File: src/rtl/lcd_pkg.sv
// Shared LCD definitions: geometry, blank line, arbiter states and page layout.
package lcd_pkg;
  localparam int unsigned LCD_CHARS  = 16;
  localparam int unsigned LCD_LINE_W = 8 * LCD_CHARS;
  localparam int unsigned LCD_PAGE_W = 2 * LCD_LINE_W;

  localparam logic [LCD_LINE_W-1:0] LCD_BLANK_LINE = {LCD_CHARS{8'h20}};

  typedef enum logic {IDLE, HOLD} state_t;

  // Line 1 occupies the upper half of a page, char 0 in the MSB byte.
  typedef struct packed {
    logic [LCD_LINE_W-1:0] line_1;
    logic [LCD_LINE_W-1:0] line_2;
  } lcd_page_t;
endpackage

File: src/rtl/lcd_rr_pick.sv
// Combinational round-robin selector: first set request at or above rr_ptr, wrapping.
module lcd_rr_pick
  import lcd_pkg::*;
#(
  parameter int unsigned NUM_REQ = 4,
  parameter int unsigned IDX_W   = $clog2(NUM_REQ)
) (
  input  logic [NUM_REQ-1:0] req,
  input  logic [IDX_W-1:0]   rr_ptr,
  output logic [IDX_W-1:0]   winner_c,
  output logic               valid_c
);

  int unsigned idx;

  always_comb begin
    winner_c = '0;
    valid_c  = 1'b0;
    idx      = 0;
    for (int unsigned i = 0; i < NUM_REQ; i++) begin
      idx = 32'(rr_ptr) + i;
      if (idx >= NUM_REQ) idx = idx - NUM_REQ;
      if (!valid_c && req[IDX_W'(idx)]) begin
        winner_c = IDX_W'(idx);
        valid_c  = 1'b1;
      end
    end
  end

endmodule

File: src/rtl/lcd_msg_arbiter.sv
// Round-robin sharing of a 2x16 LCD between message sources, each page held HOLD_CYCLES.
// Optional macro LCD_ARB_PREEMPT_EN (undefined by default) makes requester 0 preempt holds.
module lcd_msg_arbiter
  import lcd_pkg::*;
#(
  parameter int unsigned NUM_REQ     = 4,
  parameter int unsigned HOLD_CYCLES = 50000000,
  parameter int unsigned CNT_W       = 26
) (
  input  logic                          clk,
  input  logic                          rst,
  input  logic [NUM_REQ-1:0]            req,
  input  logic [NUM_REQ*LCD_PAGE_W-1:0] msg_flat,
  input  logic [LCD_LINE_W-1:0]         default_line_1,
  input  logic [LCD_LINE_W-1:0]         default_line_2,
  output logic [NUM_REQ-1:0]            grant,
  output logic [$clog2(NUM_REQ)-1:0]    owner,
  output logic                          busy,
  output logic                          msg_done,
  output logic [LCD_LINE_W-1:0]         line_1,
  output logic [LCD_LINE_W-1:0]         line_2
);

  localparam int unsigned IDX_W = $clog2(NUM_REQ);
  localparam logic [CNT_W-1:0] HOLD_LAST = CNT_W'(HOLD_CYCLES - 1);

  state_t           state;
  logic [IDX_W-1:0] rr_ptr;
  logic [CNT_W-1:0] hold_cnt;
  logic [IDX_W-1:0] pick_winner_c;
  logic             pick_valid_c;
  logic [IDX_W-1:0] next_ptr_c;
  logic             preempt_c;
  logic             expire_c;
  logic             take_c;
  lcd_page_t        pages [NUM_REQ];
  lcd_page_t        sel_page_c;

  for (genvar g = 0; g < NUM_REQ; g++) begin : g_page
    assign pages[g] = msg_flat[g*LCD_PAGE_W +: LCD_PAGE_W];
  end

  lcd_rr_pick #(.NUM_REQ(NUM_REQ), .IDX_W(IDX_W)) u_pick (
    .req      (req),
    .rr_ptr   (rr_ptr),
    .winner_c (pick_winner_c),
    .valid_c  (pick_valid_c)
  );

`ifdef LCD_ARB_PREEMPT_EN
  assign preempt_c = (state == HOLD) && req[0] && (owner != '0);
`else
  assign preempt_c = 1'b0;
`endif

  assign sel_page_c = pages[pick_winner_c];
  assign next_ptr_c = (pick_winner_c == IDX_W'(NUM_REQ - 1)) ? '0 : pick_winner_c + IDX_W'(1);
  assign expire_c   = (state == HOLD) && (hold_cnt == HOLD_LAST) && !preempt_c;
  // Arbitrate while idle, or on hold expiry for back-to-back service.
  assign take_c     = pick_valid_c && ((state == IDLE) || expire_c);

  always_ff @(posedge clk or posedge rst) begin
    if (rst) begin
      state    <= IDLE;
      grant    <= '0;
      busy     <= 1'b0;
      msg_done <= 1'b0;
      owner    <= '0;
      rr_ptr   <= '0;
      hold_cnt <= '0;
      line_1   <= LCD_BLANK_LINE;
      line_2   <= LCD_BLANK_LINE;
    end else begin
      grant    <= '0;
      msg_done <= expire_c;
      if (preempt_c) begin
        // Urgent source 0 cuts the hold short; turn order is preserved.
        grant    <= NUM_REQ'(1);
        owner    <= '0;
        hold_cnt <= '0;
        line_1   <= pages[0].line_1;
        line_2   <= pages[0].line_2;
      end else if (take_c) begin
        grant    <= NUM_REQ'(1) << pick_winner_c;
        owner    <= pick_winner_c;
        rr_ptr   <= next_ptr_c;
        busy     <= 1'b1;
        hold_cnt <= '0;
        state    <= HOLD;
        line_1   <= sel_page_c.line_1;
        line_2   <= sel_page_c.line_2;
      end else if (state == IDLE) begin
        line_1 <= default_line_1;
        line_2 <= default_line_2;
      end else if (expire_c) begin
        busy     <= 1'b0;
        hold_cnt <= '0;
        state    <= IDLE;
      end else begin
        hold_cnt <= hold_cnt + CNT_W'(1);
      end
    end
  end

endmodule
File: config.mk
export PLATFORM = sky130hd
export DESIGN_NAME = lcd_msg_arbiter
export DESIGN_NICKNAME = d
export VERILOG_FILES = /design/src/rtl/lcd_pkg.sv /design/src/rtl/lcd_rr_pick.sv /design/src/rtl/lcd_msg_arbiter.sv
export SDC_FILE = /design/constraint.sdc
export NUM_CORES = 1
export LEC_CHECK = 0
export BUFFER_PORTS_ARGS = -buffer_cell sky130_fd_sc_hd__buf_2
export CORE_AREA = 3 3 610 612
export CTS_CLUSTER_SIZE = 10
export DETAILED_ROUTE_END_ITERATION = 8
export DIE_AREA = 0 0 613 615
export GPL_ROUTABILITY_DRIVEN = 0
export PLACE_DENSITY_LB_ADDON = 0.08
export SYNTH_ARGS = -nofsm -noshare
export SYNTH_HDL_FRONTEND = slang
export SYNTH_SLANG_ARGS = --single-unit
File: constraint.sdc
create_clock -name clk -period 10.7 [get_ports clk]
set_input_delay 1.07 -clock clk [delete_from_list [all_inputs] [get_ports clk]]
set_output_delay 1.07 -clock clk [all_outputs]
set_load 0.05 [all_outputs]
After elaboration in Yosys (flattened, before gate mapping)
Cells that the tools add are included.
{"block": "totals", "wordCells": 83, "register_bits": 293, "inputBits": 1286, "output_inout_bits": 264}
{"block": "op_classes", "reduce_logical": 12, "shifts": 1, "eq_ne": 3, "n_mux": 38, "addsub": 9, "n_lt_le_gt_ge": 9, "bitwise": 2}
{"cell": "$bmux 256 s2", "n": 1}
{"cell": "$mux 128", "n": 4}
{"cell": "$mux 256", "n": 2}
{"cell": "$mux 26", "n": 3}
{"cell": "$add 26x1->26 const B", "n": 1}
{"cell": "$eq 26x26->1 const B", "n": 1}
{"cell": "$mux 2", "n": 9}
{"cell": "$mux 1", "n": 14}
{"cell": "$ge 3x3->1 const B", "n": 4}
{"cell": "$lt 2x3->1 const B", "n": 4}
{"cell": "$bmux 1 s2", "n": 4}
{"cell": "$sub 2x1->2 const B", "n": 4}
{"cell": "$add 2x2->3 const B", "n": 2}
{"cell": "$logic_and 1x1->1", "n": 5}
{"cell": "$mux 4", "n": 1}
{"cell": "$reduce_bool 2->1", "n": 2}
{"cell": "$shl 1x2->4 const A", "n": 1}
{"cell": "$add 2x1->3 const B", "n": 1}
{"cell": "$ge 2x3->1 const B", "n": 1}
{"cell": "$logic_not 1->1", "n": 3}
{"cell": "$not 2->3", "n": 1}
{"cell": "$add 2x1->2 const B", "n": 1}
{"cell": "$eq 2x2->1 const B", "n": 1}
{"cell": "$ne 2x1->1 const B", "n": 1}
{"cell": "other kinds (3)", "n": 3}

Longest topological paths before layout
{"block": "depth", "word_depth": 19, "ltp_mapped": 10, "depth_no_buf": 7}

Hierarchy
A second synthesis with hierarchy kept.
{"block": "hier_totals", "hier_cells": 2462, "area_unflattened_um2": 21476.8}
{"module": "lcd_msg_arbiter", "cells_each": 2447, "seq_area_each_um2": 7372.1, "area_per_inst_um2": 21399.3, "instances": 1}
{"module": "lcd_rr_pick", "cells_each": 15, "seq_area_each_um2": 0.0, "area_per_inst_um2": 77.6, "instances": 1}

Worst setup path after synthesis
OpenSTA, ideal clock, no wires.
{"block": "synth_path", "path_type": "input to register", "startpoint": "in req[1]", "endpoint": "reg line_2[35]", "path_stages": 8, "path_buffers": 1, "setup_ns": 0.124, "required_time_ns": 10.576, "slack_ns": 7.799, "arrival_ns": 2.777, "path_cell_list": "or2_2 > nand4_1 > nand2_1 > inv_2 > clkbuf_1 > mux2i_1 > o22ai_1 > a211o_1"}
{"block": "synth_between", "elab_chain_cells": 17, "elab_cells_between_ends": 29, "classes_between": "eq/ne (1); mux (20); bitwise (1); reduce/logical (7)"}
{"item": "from (decl)", "line_no": "lcd_msg_arbiter.sv:12", "source": "input logic [NUM_REQ-1:0] req,"}
{"item": "$bmux 1 s2", "line_no": "lcd_rr_pick.sv:23", "source": "if (!valid_c && req[IDX_W'(idx)]) begin"}
{"item": "$mux 1 (not written as such)", "line_no": "lcd_rr_pick.sv:23"}
{"item": "$mux 1", "line_no": "lcd_rr_pick.sv:23"}
{"item": "$logic_not 1->1", "line_no": "lcd_rr_pick.sv:23"}
{"item": "$logic_and 1x1->1", "line_no": "lcd_rr_pick.sv:23"}
{"item": "$mux 1", "line_no": "lcd_rr_pick.sv:23"}
{"item": "$logic_not 1->1", "line_no": "lcd_rr_pick.sv:23"}
{"item": "$logic_and 1x1->1", "line_no": "lcd_rr_pick.sv:23"}
{"item": "$mux 1", "line_no": "lcd_rr_pick.sv:23"}
{"item": "$logic_not 1->1", "line_no": "lcd_rr_pick.sv:23"}
{"item": "$logic_and 1x1->1", "line_no": "lcd_rr_pick.sv:23"}
{"item": "$mux 2", "line_no": "lcd_rr_pick.sv:23"}
{"item": "$not 2->3 (not written as such)", "line_no": "lcd_msg_arbiter.sv:56", "source": "assign sel_page_c = pages[pick_winner_c];"}
{"item": "$bmux 256 s2", "line_no": "lcd_msg_arbiter.sv:56"}
{"item": "$mux 256 (not written as such) (2 in series)", "line_no": "lcd_msg_arbiter.sv:56"}
{"item": "$mux 128", "line_no": "lcd_msg_arbiter.sv:83", "source": "end else if (take_c) begin"}
{"item": "to (signal assigned)", "line_no": "lcd_msg_arbiter.sv:82", "source": "line_2 <= pages[0].line_2;"}
{"item": "to (signal assigned)", "line_no": "lcd_msg_arbiter.sv:91", "source": "line_2 <= sel_page_c.line_2;"}
{"item": "to (signal assigned)", "line_no": "lcd_msg_arbiter.sv:94", "source": "line_2 <= default_line_2;"}
{"item": "to (decl)", "line_no": "lcd_msg_arbiter.sv:21", "source": "output logic [LCD_LINE_W-1:0] line_2"}
Parallel ways exist; a longest one is shown, timed or not. The select of a mux whose other input is x is not followed.
A chain may end at the register's enable or synchronous reset.

Worst setup path after layout
{"block": "layout_path", "startpoint": "in req[1]", "endpoint": "reg line_2[9]"}
The elaborated chain is that of the path after synthesis.

==> impl_results.html <==
<table>
<tr><th>Metric</th><th>Value</th></tr>
<tr><th colspan="2">Cells and area</th></tr>
<tr><td>Core Util, Final</td><td>0.1012</td></tr>
<tr><td>Final layout net count</td><td>5598</td></tr>
<tr><td>Layout cell share with drive strength beyond 1</td><td>0.4103</td></tr>
<tr><td>Synth-to-layout area growth</td><td>70.32%</td></tr>
<tr><th colspan="2">Setup path</th></tr>
<tr><td>Element type at the critical path end</td><td>flop</td></tr>
<tr><td>Element type at the critical path start</td><td>primary input</td></tr>
<tr><td>Cell with the largest stage delay on the worst path</td><td>buf_4</td></tr>
<tr><td>Cell type group with the largest total delay on the critical path</td><td>buffers and inverters</td></tr>
<tr><td>Crit-path max FO</td><td>118</td></tr>
<tr><td>Required time reported for the critical path endpoint</td><td>11340 ps</td></tr>
<tr><td>CP bufs+invs</td><td>4</td></tr>
<tr><td>Category of the critical setup timing path</td><td>in -&gt; reg</td></tr>
<tr><td>Cell-by-cell trace of the critical path</td><td>buf_2, or2_2, nand4_1, nand2_4, inv_8, buf_12, buf_4, mux2i_1, o22ai_1, a211o_1</td></tr>
<tr><td>Delay contributed by the slowest stage of the critical path</td><td>770 ps</td></tr>
<tr><td>Critical path arrival</td><td>around 5300 ps</td></tr>
<tr><th colspan="2">Detailed routing</th></tr>
<tr><td>Detailed Route WL</td><td>274000 um</td></tr>
<tr><td>Initial DRT Pass Iterations</td><td>8</td></tr>
<tr><td>Starting DRT DRC Count</td><td>2072</td></tr>
<tr><td>Routed via count</td><td>30910</td></tr>
<tr><td>DRT antenna net count</td><td>0</td></tr>
<tr><td>Number of design rule violations left after detail routing</td><td>0</td></tr>
<tr><td>Vias/cell</td><td>~3.3</td></tr>
<tr><td>Routed WL per cell</td><td>29.57 um</td></tr>
<tr><th colspan="2">Power and ir drop</th></tr>
<tr><td>Leakage dissipation</td><td>about 0.018 uW</td></tr>
<tr><td>Total power divided by cell area</td><td>around 120 mW/mm2</td></tr>
<tr><td>Worst vdd rail ir drop</td><td>0.1293 mV</td></tr>
<tr><td>Overall power consumption</td><td>between 4000 and 5000 uW</td></tr>
<tr><th colspan="2">GRT</th></tr>
<tr><td>Residual overflow from global routing</td><td>0</td></tr>
<tr><td>Wire length of the first global-routing pass</td><td>346400 um</td></tr>
<tr><td>Antenna violations before repair</td><td>359</td></tr>
<tr><td>Maximum number of pins on one net before global-route repair</td><td>approximately 130</td></tr>
<tr><td>Via count of the first global-routing pass</td><td>31610</td></tr>
<tr><td>GRT Total Usage</td><td>0.1389</td></tr>
<tr><th colspan="2">Clock network</th></tr>
<tr><td>CTS buffer count</td><td>57</td></tr>
<tr><td>CTS tree</td><td>built</td></tr>
<tr><td>Clock insertion delay at the later pin of the skew report</td><td>750 ps</td></tr>
<tr><td>Number of sinks driven by the clock tree</td><td>293</td></tr>
<tr><td>CTS Root Buffer Type</td><td>clkbuf_16</td></tr>
<tr><td>Post-CTS Repair Setup Buffers</td><td>0</td></tr>
<tr><td>Clock Pin Slew Worst Setup and Hold Paths</td><td>60 ps</td></tr>
<tr><td>Hold buffer count at cts</td><td>0</td></tr>
<tr><td>H-tree lvl count</td><td>2</td></tr>
<tr><td>Number of resized instances in the post-cts repair step</td><td>0</td></tr>
<tr><td>Maximum count of clock buffers along a single path</td><td>3</td></tr>
<tr><th colspan="2">Yosys</th></tr>
<tr><td>Count of warnings emitted by yosys</td><td>0</td></tr>
<tr><td>Top cells by count, synth</td><td>nand2_1, nand3_1, dfrtp_1</td></tr>
<tr><td>Post-synthesis instance area</td><td>0.02187 mm2</td></tr>
<tr><td>Post-synthesis sequential area ratio</td><td>0.3371</td></tr>
<tr><td>Number of library cell types mapped by synthesis</td><td>51</td></tr>
<tr><td>Gate Count Post-Synth</td><td>2931</td></tr>
<tr><td>Post-Syn Area per Cell</td><td>7.461 um2</td></tr>
<tr><td>Number of synthesized flops with an enable pin</td><td>0</td></tr>
<tr><td>Most repeated cell in the gate-level netlist after synthesis</td><td>nand2_1</td></tr>
<tr><td>Share of async-settable or async-resettable flops after synthesis</td><td>1.000</td></tr>
<tr><td>Synth top area share</td><td>0.2987</td></tr>
<tr><td>Flip-flop and latch count after synthesis</td><td>293</td></tr>
<tr><td>Most used flip-flop cell after synthesis</td><td>dfrtp_1</td></tr>
<tr><td>Synth Net Count</td><td>4222</td></tr>
<tr><td>Post-synth top area cell</td><td>dfrtp_1</td></tr>
<tr><td>Top area cells in the synthesized netlist</td><td>dfrtp_1, nand2_1, mux2i_1</td></tr>
<tr><th colspan="2">Run</th></tr>
<tr><td>Maximum capacitance violations</td><td>0</td></tr>
<tr><th colspan="2">Floorplan</th></tr>
<tr><td>Horizontal extent of the die</td><td>613 um</td></tr>
<tr><td>Total Die Area</td><td>between 0.3 and 0.4 mm2</td></tr>
<tr><td>Vertical die dimension</td><td>615 um</td></tr>
<tr><td>Core area</td><td>0.3680 mm2</td></tr>
<tr><td>Initial Util</td><td>0.05942</td></tr>
<tr><td>Top Ports</td><td>1550</td></tr>
<tr><td>Placement row count</td><td>223</td></tr>
<tr><th colspan="2">STA</th></tr>
<tr><td>Min Clock Period, post-route</td><td>roughly 4600 ps</td></tr>
<tr><td>Setup repair after global routing missed its margin</td><td>false</td></tr>
<tr><td>Max-slew headroom</td><td>0.2273</td></tr>
<tr><td>TNS Setup</td><td>0 ps</td></tr>
<tr><td>Worst setup skew after layout</td><td>64.56 ps</td></tr>
<tr><td>Number of slew-limit violations in the final report</td><td>0</td></tr>
<tr><td>Count of final hold-check violations</td><td>0</td></tr>
<tr><td>Number of endpoints failing setup at the final stage</td><td>0</td></tr>
<tr><td>Worst-margin pin slew</td><td>roughly 1200 ps</td></tr>
<tr><td>Crit share post-route</td><td>0.4314</td></tr>
<tr><td>Achievable frequency</td><td>216.6 MHz</td></tr>
<tr><th colspan="2">Placement</th></tr>
<tr><td>Number of port buffers</td><td>roughly 1500</td></tr>
<tr><td>DP Wirelength</td><td>220100 um</td></tr>
<tr><th colspan="2">Outcome</th></tr>
<tr><td>Status</td><td>completed</td></tr>
<tr><th colspan="2">Worst hold path</th></tr>
<tr><td>Path class of the lowest-slack min-delay path</td><td>in -&gt; async</td></tr>
</table>
[per-layer routing]
| metal | GRT usage | share of wire |
|---|---|---|
| met1 | 0.1606 | 0.39 |
| met2 | 0.2582 | 0.52 |
| met3 | 0.02852 | 0.056 |
| met4 | 0.03133 | 0.030 |
| met5 | 0 | 0.0019 |
[registers in the layout, indices dropped and copies added (netlist names)]
signal,count
hold_cnt,26
grant,4
line_1,128
busy,1
msg_done,1
owner,2
state,1
rr_ptr,2
line_2,128
[report_power, final]
group / internal, uW / leakage, uW / total (uW) / switching, uW
Combinational: 397 / 0.0129 / 1270 / 876
Clock: 1160 / 0.000933 / 2000 / 838
Sequential: 1150 / 0.00377 / 1180 / 31.0
[layout make-up]
type	instances	area, um2
diodes	72	180.2
clock buffers	92	1719
clock inverters	15	181.4
fillers	43270	330800
inverters	6	50.05
multi-input cells	2347	13410
flip-flops and latches	293	7376
well taps	4837	6052
repair buffers	1602	8275
[placed cells by master (no fill, tap or decap), types with 43 or more instances in the layout]
cell | synthesis | routed
buf_2 | 30 | 1549
nand2_1 | 920 | 918
nand3_1 | 322 | 321
dfrtp_1 | 261 | 260
mux2i_1 | 183 | 183
nor2_1 | 133 | 131
o21ai_0 | 124 | 124
a22o_1 | 115 | 115
a32oi_1 | 115 | 113
a21oi_1 | 89 | 88
diode_2 | 0 | 72
clkbuf_16 | 0 | 58
a31o_1 | 54 | 54
a31o_2 | 45 | 45
buf_4 | 8 | 43
[cells by family (layout without fill, tap and decap cells)]
family          Yosys count  in the layout  share of synthesized area
buf+inv                 291           1715                    0.05476
other cells               0             72                          0
flops                   293            293                     0.3371
compound gates          725            725                     0.2468
simple gates           1411           1411                     0.2654
mux                     183            183                    0.08377
xor+xnor                 23             23                   0.009212
fa+ha+maj                 5              5                   0.002861
[stage by stage]
step,worst slack (ps),hold slack [ps],cells,cell area [um2]
2_1_floorplan,1592,473.1,2931,21870
3_3_place_gp,5238,463.6,9085,35160
3_5_place_dp,5259,467.3,9085,35160
4_1_cts,5920,296.5,9192,37060
5_1_grt,5870,337.3,9232,37160
6_report,6084,357.1,9264,37240
[path summary, 6_finish.rpt]
kind,start,to,slack [ps],cells past startpoint
setup reg to reg,hold_cnt[10],line_2[46],6170,8
max in group asynchronous,rst,line_1[76],8090,4
setup / recovery,req[1],line_2[9],6080,10
hold reg to reg,busy,busy,480,2
min in group clk,busy,busy,480,2
hold / removal,rst,line_2[89],360,2
[worst register-to-register path, delay by kind of cell, from the launching register on]
kind	cells	cell delay (ps)
flip-flops	1	420
AO/OA/AOI/OAI	2	950
buffers and inverters	2	1150
AND/OR/NAND/NOR	4	1910
(Power assumes the default switching activity.)
